File: src/rtl/fp_scan_pkg.sv
// rtl/fp_scan_pkg.sv - shared state encodings and constants for the front-panel scanner
package fp_scan_pkg;

  // Slot phases; encodings are fixed so panel debug tools can decode them.
  typedef enum logic [1:0] {
    IDLE   = 2'd0,
    SETUP  = 2'd1,
    STROBE = 2'd2,
    GAP    = 2'd3
  } fp_state_e;

  // Byte returned for a host read of a unit that does not exist.
  localparam logic [7:0] OOR_DATA = 8'hFF;

  // Unit-address width: clog2 of the unit count, never below one bit.
  function automatic int addr_width(input int n);
    return (n > 2) ? $clog2(n) : 1;
  endfunction

endpackage

File: src/rtl/fp_scan_if.sv
// rtl/fp_scan_if.sv - host (debug) single-byte read port of the front-panel scanner
interface fp_scan_if #(parameter int AW = 1);
  logic          host_req;
  logic [AW-1:0] host_addr;
  logic          host_ack;
  logic [7:0]    host_data;

  modport master (output host_req, host_addr, input host_ack, host_data);
  modport slave  (input host_req, host_addr, output host_ack, host_data);
endinterface

File: src/rtl/fp_slot_timer.sv
// rtl/fp_slot_timer.sv - loadable 8-bit down-counter timing the strobe dwell
module fp_slot_timer (
  input  logic       clk,
  input  logic       reset,
  input  logic       load_i,
  input  logic [7:0] load_val_i,
  input  logic       dec_i,
  output logic       done_o
);

  logic [7:0] count_q, count_d;

  // Load wins over decrement; the count parks at zero.
  always_comb begin
    count_d = count_q;
    if (load_i) begin
      count_d = load_val_i;
    end else if (dec_i && (count_q != 8'd0)) begin
      count_d = count_q - 8'd1;
    end
  end

  // Counter register.
  always_ff @(posedge clk or posedge reset) begin
    if (reset) begin
      count_q <= 8'd0;
    end else begin
      count_q <= count_d;
    end
  end

  assign done_o = (count_q == 8'd0);

endmodule

File: src/rtl/fp_scan.sv
// rtl/fp_scan.sv - front-panel strobe scanner/arbiter; FP_DOUBLE_SAMPLE_EN enables sample-twice-and-repeat
module fp_scan
  import fp_scan_pkg::*;
#(
  parameter int NUM_UNITS = 2,
  parameter int DWELL     = 4,
  parameter int AW        = addr_width(NUM_UNITS)
) (
  input  logic                   clk,
  input  logic                   reset,
  input  logic                   scan_en,
  input  logic [7:0]             fpd,
  output logic [NUM_UNITS-1:0]   nfpstb,
  output logic [8*NUM_UNITS-1:0] lights,
  output logic                   frame,
  fp_scan_if.slave               host
);

  localparam logic [AW:0] LAST_UNIT = (AW+1)'(NUM_UNITS - 1);

  fp_state_e              state_q, state_d;
  logic [AW-1:0]          ptr_q, ptr_d;
  logic [AW-1:0]          tgt_q, tgt_d;
  logic                   is_host_q, is_host_d;
  logic                   last_host_q, last_host_d;
  logic                   armed_q, armed_d;
  logic                   retry_q, retry_d;
  logic [8*NUM_UNITS-1:0] lights_q, lights_d;
  logic [7:0]             host_data_q, host_data_d;
  logic                   ack_q, ack_d;
  logic                   frame_q, frame_d;
  logic [NUM_UNITS-1:0]   nfpstb_q, nfpstb_d;

  logic tmr_done;
  logic host_pend;
  logic tgt_oor;
  logic mismatch;

  fp_slot_timer u_timer (
    .clk        (clk),
    .reset      (reset),
    .load_i     (state_q == SETUP),
    .load_val_i (8'(DWELL - 1)),
    .dec_i      (state_q == STROBE),
    .done_o     (tmr_done)
  );

  // A held request only counts once it has been low since the last host slot started.
  assign host_pend = host.host_req && armed_q;
  assign tgt_oor   = ({1'b0, tgt_q} > LAST_UNIT);

`ifdef FP_DOUBLE_SAMPLE_EN
  logic [7:0] samp_q;

  // Shifts fpd every strobe edge, so at the last edge it holds the second-to-last sample.
  always_ff @(posedge clk or posedge reset) begin
    if (reset) begin
      samp_q <= 8'h00;
    end else if (state_q == STROBE) begin
      samp_q <= fpd;
    end
  end

  // Undriven bus on an out-of-range read is not a disagreement.
  assign mismatch = !tgt_oor && (samp_q != fpd);
`else
  assign mismatch = 1'b0;
`endif

  // Slot sequencing, arbitration and capture of the sampled byte.
  always_comb begin
    state_d     = state_q;
    ptr_d       = ptr_q;
    tgt_d       = tgt_q;
    is_host_d   = is_host_q;
    last_host_d = last_host_q;
    retry_d     = retry_q;
    armed_d     = host.host_req ? armed_q : 1'b1;
    lights_d    = lights_q;
    host_data_d = host_data_q;
    ack_d       = 1'b0;
    frame_d     = 1'b0;

    case (state_q)
      IDLE, GAP: begin
        state_d = IDLE;
        if (retry_q) begin
          // Repeat the same slot without re-arbitrating, so fairness is untouched.
          state_d = SETUP;
        end else if (host_pend && (!last_host_q || !scan_en)) begin
          state_d     = SETUP;
          tgt_d       = host.host_addr;
          is_host_d   = 1'b1;
          last_host_d = 1'b1;
          armed_d     = 1'b0;
        end else if (scan_en) begin
          state_d     = SETUP;
          tgt_d       = ptr_q;
          is_host_d   = 1'b0;
          last_host_d = 1'b0;
        end
      end
      SETUP: begin
        state_d = STROBE;
      end
      STROBE: begin
        if (tmr_done) begin
          state_d = GAP;
          if (mismatch && !retry_q) begin
            retry_d = 1'b1;
          end else begin
            retry_d = 1'b0;
            if (!mismatch) begin
              for (int k = 0; k < NUM_UNITS; k++) begin
                if (tgt_q == AW'(k)) begin
                  lights_d[8*k +: 8] = fpd;
                end
              end
            end
            if (is_host_q) begin
              host_data_d = tgt_oor ? OOR_DATA : fpd;
              ack_d       = 1'b1;
            end else begin
              ptr_d   = ({1'b0, ptr_q} == LAST_UNIT) ? '0 : ptr_q + 1'b1;
              frame_d = ({1'b0, ptr_q} == LAST_UNIT);
            end
          end
        end
      end
      default: begin
        state_d = IDLE;
      end
    endcase

    // Strobe follows the next state so it is a clean register output; no match when out of range.
    nfpstb_d = '1;
    if (state_d == STROBE) begin
      for (int k = 0; k < NUM_UNITS; k++) begin
        if (tgt_d == AW'(k)) begin
          nfpstb_d[k] = 1'b0;
        end
      end
    end
  end

  // State and datapath registers; reset releases the strobes immediately.
  always_ff @(posedge clk or posedge reset) begin
    if (reset) begin
      state_q     <= IDLE;
      ptr_q       <= '0;
      tgt_q       <= '0;
      is_host_q   <= 1'b0;
      last_host_q <= 1'b0;
      armed_q     <= 1'b1;
      retry_q     <= 1'b0;
      lights_q    <= '0;
      host_data_q <= 8'h00;
      ack_q       <= 1'b0;
      frame_q     <= 1'b0;
      nfpstb_q    <= '1;
    end else begin
      state_q     <= state_d;
      ptr_q       <= ptr_d;
      tgt_q       <= tgt_d;
      is_host_q   <= is_host_d;
      last_host_q <= last_host_d;
      armed_q     <= armed_d;
      retry_q     <= retry_d;
      lights_q    <= lights_d;
      host_data_q <= host_data_d;
      ack_q       <= ack_d;
      frame_q     <= frame_d;
      nfpstb_q    <= nfpstb_d;
    end
  end

  assign nfpstb         = nfpstb_q;
  assign lights         = lights_q;
  assign frame          = frame_q;
  assign host.host_ack  = ack_q;
  assign host.host_data = host_data_q;

endmodule

File: src/flat_wrapper.sv
// flat-port wrapper written by rule: the top's interface ports become plain ports
module fp_scan_flat import fp_scan_pkg::*;
#(
  parameter int NUM_UNITS = 2,
  parameter int DWELL     = 4,
  parameter int AW        = addr_width(NUM_UNITS)
)
  (clk, reset, scan_en, fpd, nfpstb, lights, frame, host_host_req, host_host_addr, host_host_ack, host_host_data);
  fp_scan_if #(.AW(AW)) host_i ();
  input  logic clk;
  input  logic reset;
  input  logic scan_en;
  input  logic [7:0] fpd;
  output logic [NUM_UNITS-1:0] nfpstb;
  output logic [8*NUM_UNITS-1:0] lights;
  output logic frame;
  input wire logic [$bits(host_i.host_req)-1:0] host_host_req;
  input wire logic [$bits(host_i.host_addr)-1:0] host_host_addr;
  output wire logic [$bits(host_i.host_ack)-1:0] host_host_ack;
  output wire logic [$bits(host_i.host_data)-1:0] host_host_data;
  assign host_i.host_req = host_host_req;
  assign host_i.host_addr = host_host_addr;
  assign host_host_ack = host_i.host_ack;
  assign host_host_data = host_i.host_data;
  fp_scan #(.NUM_UNITS(NUM_UNITS), .DWELL(DWELL), .AW(AW)) u_core (.clk(clk), .reset(reset), .scan_en(scan_en), .fpd(fpd), .nfpstb(nfpstb), .lights(lights), .frame(frame), .host(host_i));
endmodule
File: config.mk
export PLATFORM = sky130hd
export DESIGN_NAME = fp_scan_flat
export DESIGN_NICKNAME = d
export VERILOG_FILES = /design/src/rtl/fp_scan_pkg.sv /design/src/rtl/fp_scan_if.sv /design/src/rtl/fp_slot_timer.sv /design/src/rtl/fp_scan.sv /design/src/flat_wrapper.sv
export SDC_FILE = /design/constraint.sdc
export NUM_CORES = 1
export LEC_CHECK = 0
export CAP_MARGIN = 20
export CORE_MARGIN = 1
export CORE_UTILIZATION = 49
export CTS_BUF_LIST = sky130_fd_sc_hd__clkbuf_16
export CTS_CLUSTER_SIZE = 40
export DETAILED_ROUTE_END_ITERATION = 6
export PLACE_DENSITY = 0.78
export SLEW_MARGIN = 15
export SYNTH_ARGS = -nofsm -noshare
export SYNTH_HDL_FRONTEND = slang
export SYNTH_SLANG_ARGS = --single-unit
File: constraint.sdc
create_clock -name clk -period 2.3 [get_ports clk]
set_clock_uncertainty 0.15 [all_clocks]
set_input_delay 0.69 -clock clk [delete_from_list [all_inputs] [get_ports clk]]
set_output_delay 0.69 -clock clk [all_outputs]
set_load 0.005 [all_outputs]
# Word-level counts from Yosys, hierarchy flattened
# Cells that the tools add are included.
[word_totals]
regBits = 42
inputBits = 13
word_cells = 61
[classes]
addsub = 2
eq_ne = 4
mux = 24
bitwise_logic = 2
reduce_logical = 17
[op_table]
columns = ["op", "count"]
rows = [
  ["$mux W1", 18],
  ["$mux W8", 2],
  ["$reduce_and A3 Y1", 4],
  ["$logic_not A8 Y1", 1],
  ["$reduce_bool A8 Y1", 1],
  ["$sub A8 B1 Y8 const B", 1],
  ["$eq A2 B2 Y1 const B", 3],
  ["$mux W2", 3],
  ["$pmux W2 S3", 1],
  ["$reduce_bool A2 Y1", 2],
  ["$logic_and A1 B1 Y1", 3],
  ["$eq A2 B1 Y1 const B", 1],
  ["$logic_not A1 Y1", 2],
  ["$logic_not A2 Y1", 1],
  ["$not A1 Y1", 2],
  ["$reduce_and A2 Y1", 1],
  ["$reduce_or A2 Y1", 1],
  ["$add A1 B1 Y1 const B", 1],
  ["$logic_or A1 B1 Y1", 1],
]

# Depth between registers and ports, before layout
[logic_depth]
depth_word = 7
depth_mapped = 6

# Cells and area by module
# A second synthesis with hierarchy kept.
[unflattened]
hier_cells = 163
hier_area_um2 = 1938.1
[by_module_without_submodules]
columns = ["mod", "instances", "cells_per_inst", "area_each_um2", "seq_area_each_um2"]
rows = [
  ["fp_scan", 1, 99, 1388.8, 854.6],
  ["fp_slot_timer", 1, 64, 549.3, 200.2],
]

# Worst setup path after synthesis
# OpenSTA, ideal clock, no wires.
[synth_path]
path_type = "reg-to-reg"
from = "register u_core.u_timer.count_q[4]"
to = "register u_core.lights_q[0], in the netlist u_core.lights[0]"
setup_ns = 0.125
arrival_ns = 1.713
required_time_ns = 2.025
path_slack_ns = 0.312
stages_incl_launch_ff = 5
n_path_buf = 1
synth_period_minus_slack_ns = 1.988
path_cell_list = "dfrtp_1 -> buf_6 -> or4_4 -> nor3_4 -> mux2_2"
[synth_between]
elab_chain_len = 2
[synth_rtl]
columns = ["item", "line", "rtl"]
rows = [
  ["start, declared", "fp_slot_timer.sv:11", "logic [7:0] count_q, count_d;"],
  ["start signal, assigned", "fp_slot_timer.sv:28", "count_q <= count_d;"],
  ["$logic_not A8 Y1", "fp_slot_timer.sv:32", "assign done_o = (count_q == 8'd0);"],
  ["$reduce_and A3 Y1 (no line)", "-", ""],
  ["end signal, assigned", "fp_scan.sv:169", "lights_q <= lights_d;"],
  ["end, declared", "fp_scan.sv:28", "logic [8*NUM_UNITS-1:0] lights_q, lights_d;"],
]
# Every way passes these cells.
# A chain may end at the register's enable or synchronous reset.

# Worst setup path after layout
[layout_path]
from = "register u_core.nfpstb_q[1], in the netlist u_core.nfpstb[1]"
to = "output nfpstb[1]"
[layout_rtl]
columns = ["item", "line", "rtl"]
rows = [
  ["start, declared", "fp_scan.sv:32", "logic [NUM_UNITS-1:0] nfpstb_q, nfpstb_d;"],
  ["start signal, assigned", "fp_scan.sv:173", "nfpstb_q <= nfpstb_d;"],
  ["end, declared", "flat_wrapper.sv:14", "output logic [NUM_UNITS-1:0] nfpstb;"],
]
# No word-level cell between the ends.

==> out/results.ini <==
[status]
outcome = completed

[place]
post_dp_cell_area_um2 = 2300
hpwl_um = 2700
io_buffers = 40
dp_worst_setup_slack_ns = 0.217
gp_congestion = 0.823
dp.cells = 229

[floorplanning]
initial_core_util = 0.529
dieArea_um2 = 3960
row_count = 21
die_h_um = 62.9
io_pins = 41
fp.dieW_um = 62.9
core_area_um2 = 3440

[synthesis]
syn_nets = 156
synthArstFlopShare = 1.00
seq_area_frac_synth = 0.580
synth.distinct_cells = 38
synth_edf_count = 0
yosys.area.top_type = dfrtp_1
synth-seq-cells = 42
yosysWarnings = 0
synth.top_cell.area_share = 0.536
synthTopCellsByArea = dfrtp_1 (54%), mux2_2 (15%), dfstp_2 (4.3%)
synth-main-ff-cell = dfrtp_1
synth_most_common_cell = dfrtp_1
avgSynthCellArea_um2 = 13.0
netlist_instances = 140
synth_common_cells = dfrtp_1 (39), mux2_2 (25), a21oi_1 (9), inv_1 (9), nor2_1 (7)
syn_area_um2 = 1820

[global_route]
grt_pass1_wl_um = 6560
grt_overflow_total = 0
grt_pass1_vias = 1396
antenna_found_initial = 0
grt_max_degree = 33
grtUsageTotal = 0.220

[timing]
maxSlewHeadroom = 0.573
setup_ws_ns = 0.180
hold_viol = 0
worstMarginPinSlew_ns = 0.639
timing.final.crit_share = 0.922
slew_viol_final = 0
rsz0062_at_grt = no
finalSetupViolCount = 0
period_needed_ns = 2.12
finalSetupTns_ns = 0
fmax_mhz = 472

[clock_tree]
numCtsBuffers = 5
root_buffer = clkbuf_16
clockBufferDepth = 2
cts_max_level = 2
cts.sinks = 42
clk_latency_ns = 0.28
cts.reportedPaths.clkPinSlew_ns = 0.06
cts_hold_buf = 0
cts_tree = built

[pwr]
clockPowerShare = 0.225
power_leakage_nw = 1.07
seq_power_share = 0.383
swShare = 0.302
p_sw_mw = 1.05
p_total_mw = 3.46
peakVddDrop_mv = 0.861
powerDensity_nw_per_um2 = 1400
p_int_mw = 2.42
power_frac_comb = 0.391

[drt]
via_per_inst = 5.46
vias = 1294
wl_per_cell_um = 16.2
drt_iter0_drc = 39
postRouteAntennaNets = 0
drt_first_pass_iters = 4
routed_wl_um = 3830
drc = 0

[setup_path]
r2r-start = u_core.state_q[0]
r2r_slack_ns = 0.20
critPathSlowestCell = dfstp_2
crit_chain = clkdlybuf4s50_1
required_ns = 1.46
path_buf_inv = 1
worstSetupPathType = reg -> out
path_max_fanout = 1
startpoint = u_core.nfpstb[1]
crit_end = nfpstb[1]
start_kind = register
slowest_delay_ns = 0.51
worstPathArrival_ns = 1.28
crit_cells = 1
r2r_end = u_core.lights[7]
ff2ff_path_depth = 5
end_kind = output port
path_delay_family = flip-flops

[cells_and_area]
design_area_um2 = 2470
antenna_cells = 0
drive_above_1_share = 0.241
final_cells = 237
fillers = 236
nets = 206
synthToLayoutAreaGrowth_pct = 35.9

[min_path]
hp-class = reg -> reg

[job]
drv_cap = 0

cell families after synthesis:
kind of cell / count (synthesis) / share of synthesized area
fa+ha+maj: 3 / 0.0206
xor+xnor: 1 / 0.00482
mux: 28 / 0.171
buf+inv: 12 / 0.0289
flops: 42 / 0.580
compound gates: 22 / 0.0784
simple gates: 32 / 0.116
cell usage in the layout (no fill, tap or decap), drive strengths merged, types with 3 or more instances in the layout:
| cell | n |
|---|---|
| clkdlybuf4s50 | 40 |
| dfrtp | 39 |
| mux2 | 25 |
| inv | 10 |
| a21oi | 9 |
| nor2 | 7 |
| nand2 | 5 |
| clkbuf | 5 |
| buf | 5 |
| mux2i | 3 |
| nor2b | 3 |
| o21ai | 3 |
| ha | 3 |
| dfstp | 3 |
| nor3 | 3 |
power by group through the flow:
stage | registers (mW) | logic [mW] | clock network [mW]
finish | 1.33 | 1.36 | 0.781
global route | 1.37 | 1.49 | 0.820
CTS | 1.33 | 1.37 | 0.796
detailed placement | 1.33 | 1.35 | 0
global placement | 1.30 | 1.29 | 0
floorplan | 1.31 | 0.691 | 0
metal layers:
metal,routed length [um],GRT usage,part of all wire
met1,1510,0.244,0.40
met2,1970,0.371,0.51
met3,226,0.0657,0.059
met4,117,0.131,0.031
met5,0,0,0
stage by stage:
| step | utilization | hold slack (ns) |
|---|---|---|
| after floorplan | - | 0.305 |
| after global placement | 0.668 | 0.326 |
| after detailed placement | 0.668 | 0.329 |
| after CTS | 0.716 | 0.341 |
| after global routing | 0.718 | 0.374 |
| final | 0.718 | 0.340 |
worst min-delay path by stage:
stage                             startpoint  cells after the start                        to
global route        u_core.host.host_data[1]                      1  u_core.host.host_data[1]
finish                          u_core.ptr_q                      1              u_core.ptr_q
detailed placement              u_core.ptr_q                      1              u_core.ptr_q
CTS                             u_core.ptr_q                      1              u_core.ptr_q
global placement                u_core.ptr_q                      1              u_core.ptr_q
floorplan                       u_core.ptr_q                      1              u_core.ptr_q
registers in the layout, summed over array words and instances, names as in the netlist:
signal,cells
u_core.u_timer.count_q,8
u_core.last_host_q,1
u_core.armed_q,1
u_core.host.host_ack,1
u_core.frame,1
u_core.ptr_q,1
u_core.nfpstb,2
u_core.lights,16
u_core.tgt_q,1
u_core.host.host_data,8
u_core.state_q,2
timing repair:
action	CTS	global route
endpoints found under the setup margin	0	13
buffers inserted	0	0
resized for setup	0	1
area by class of cell:
cell class | count | area [um2] | area share
sequential | 42 | 1050 | 0.427
multi-input combinational | 86 | 718 | 0.290
timing repair buffer | 45 | 438 | 0.177
clock buffer | 5 | 125 | 0.0506
tap | 46 | 57.6 | 0.0233
clock inverter | 3 | 41.3 | 0.0167
inverter | 10 | 37.5 | 0.0152
Power figures use the tool's default switching activity.
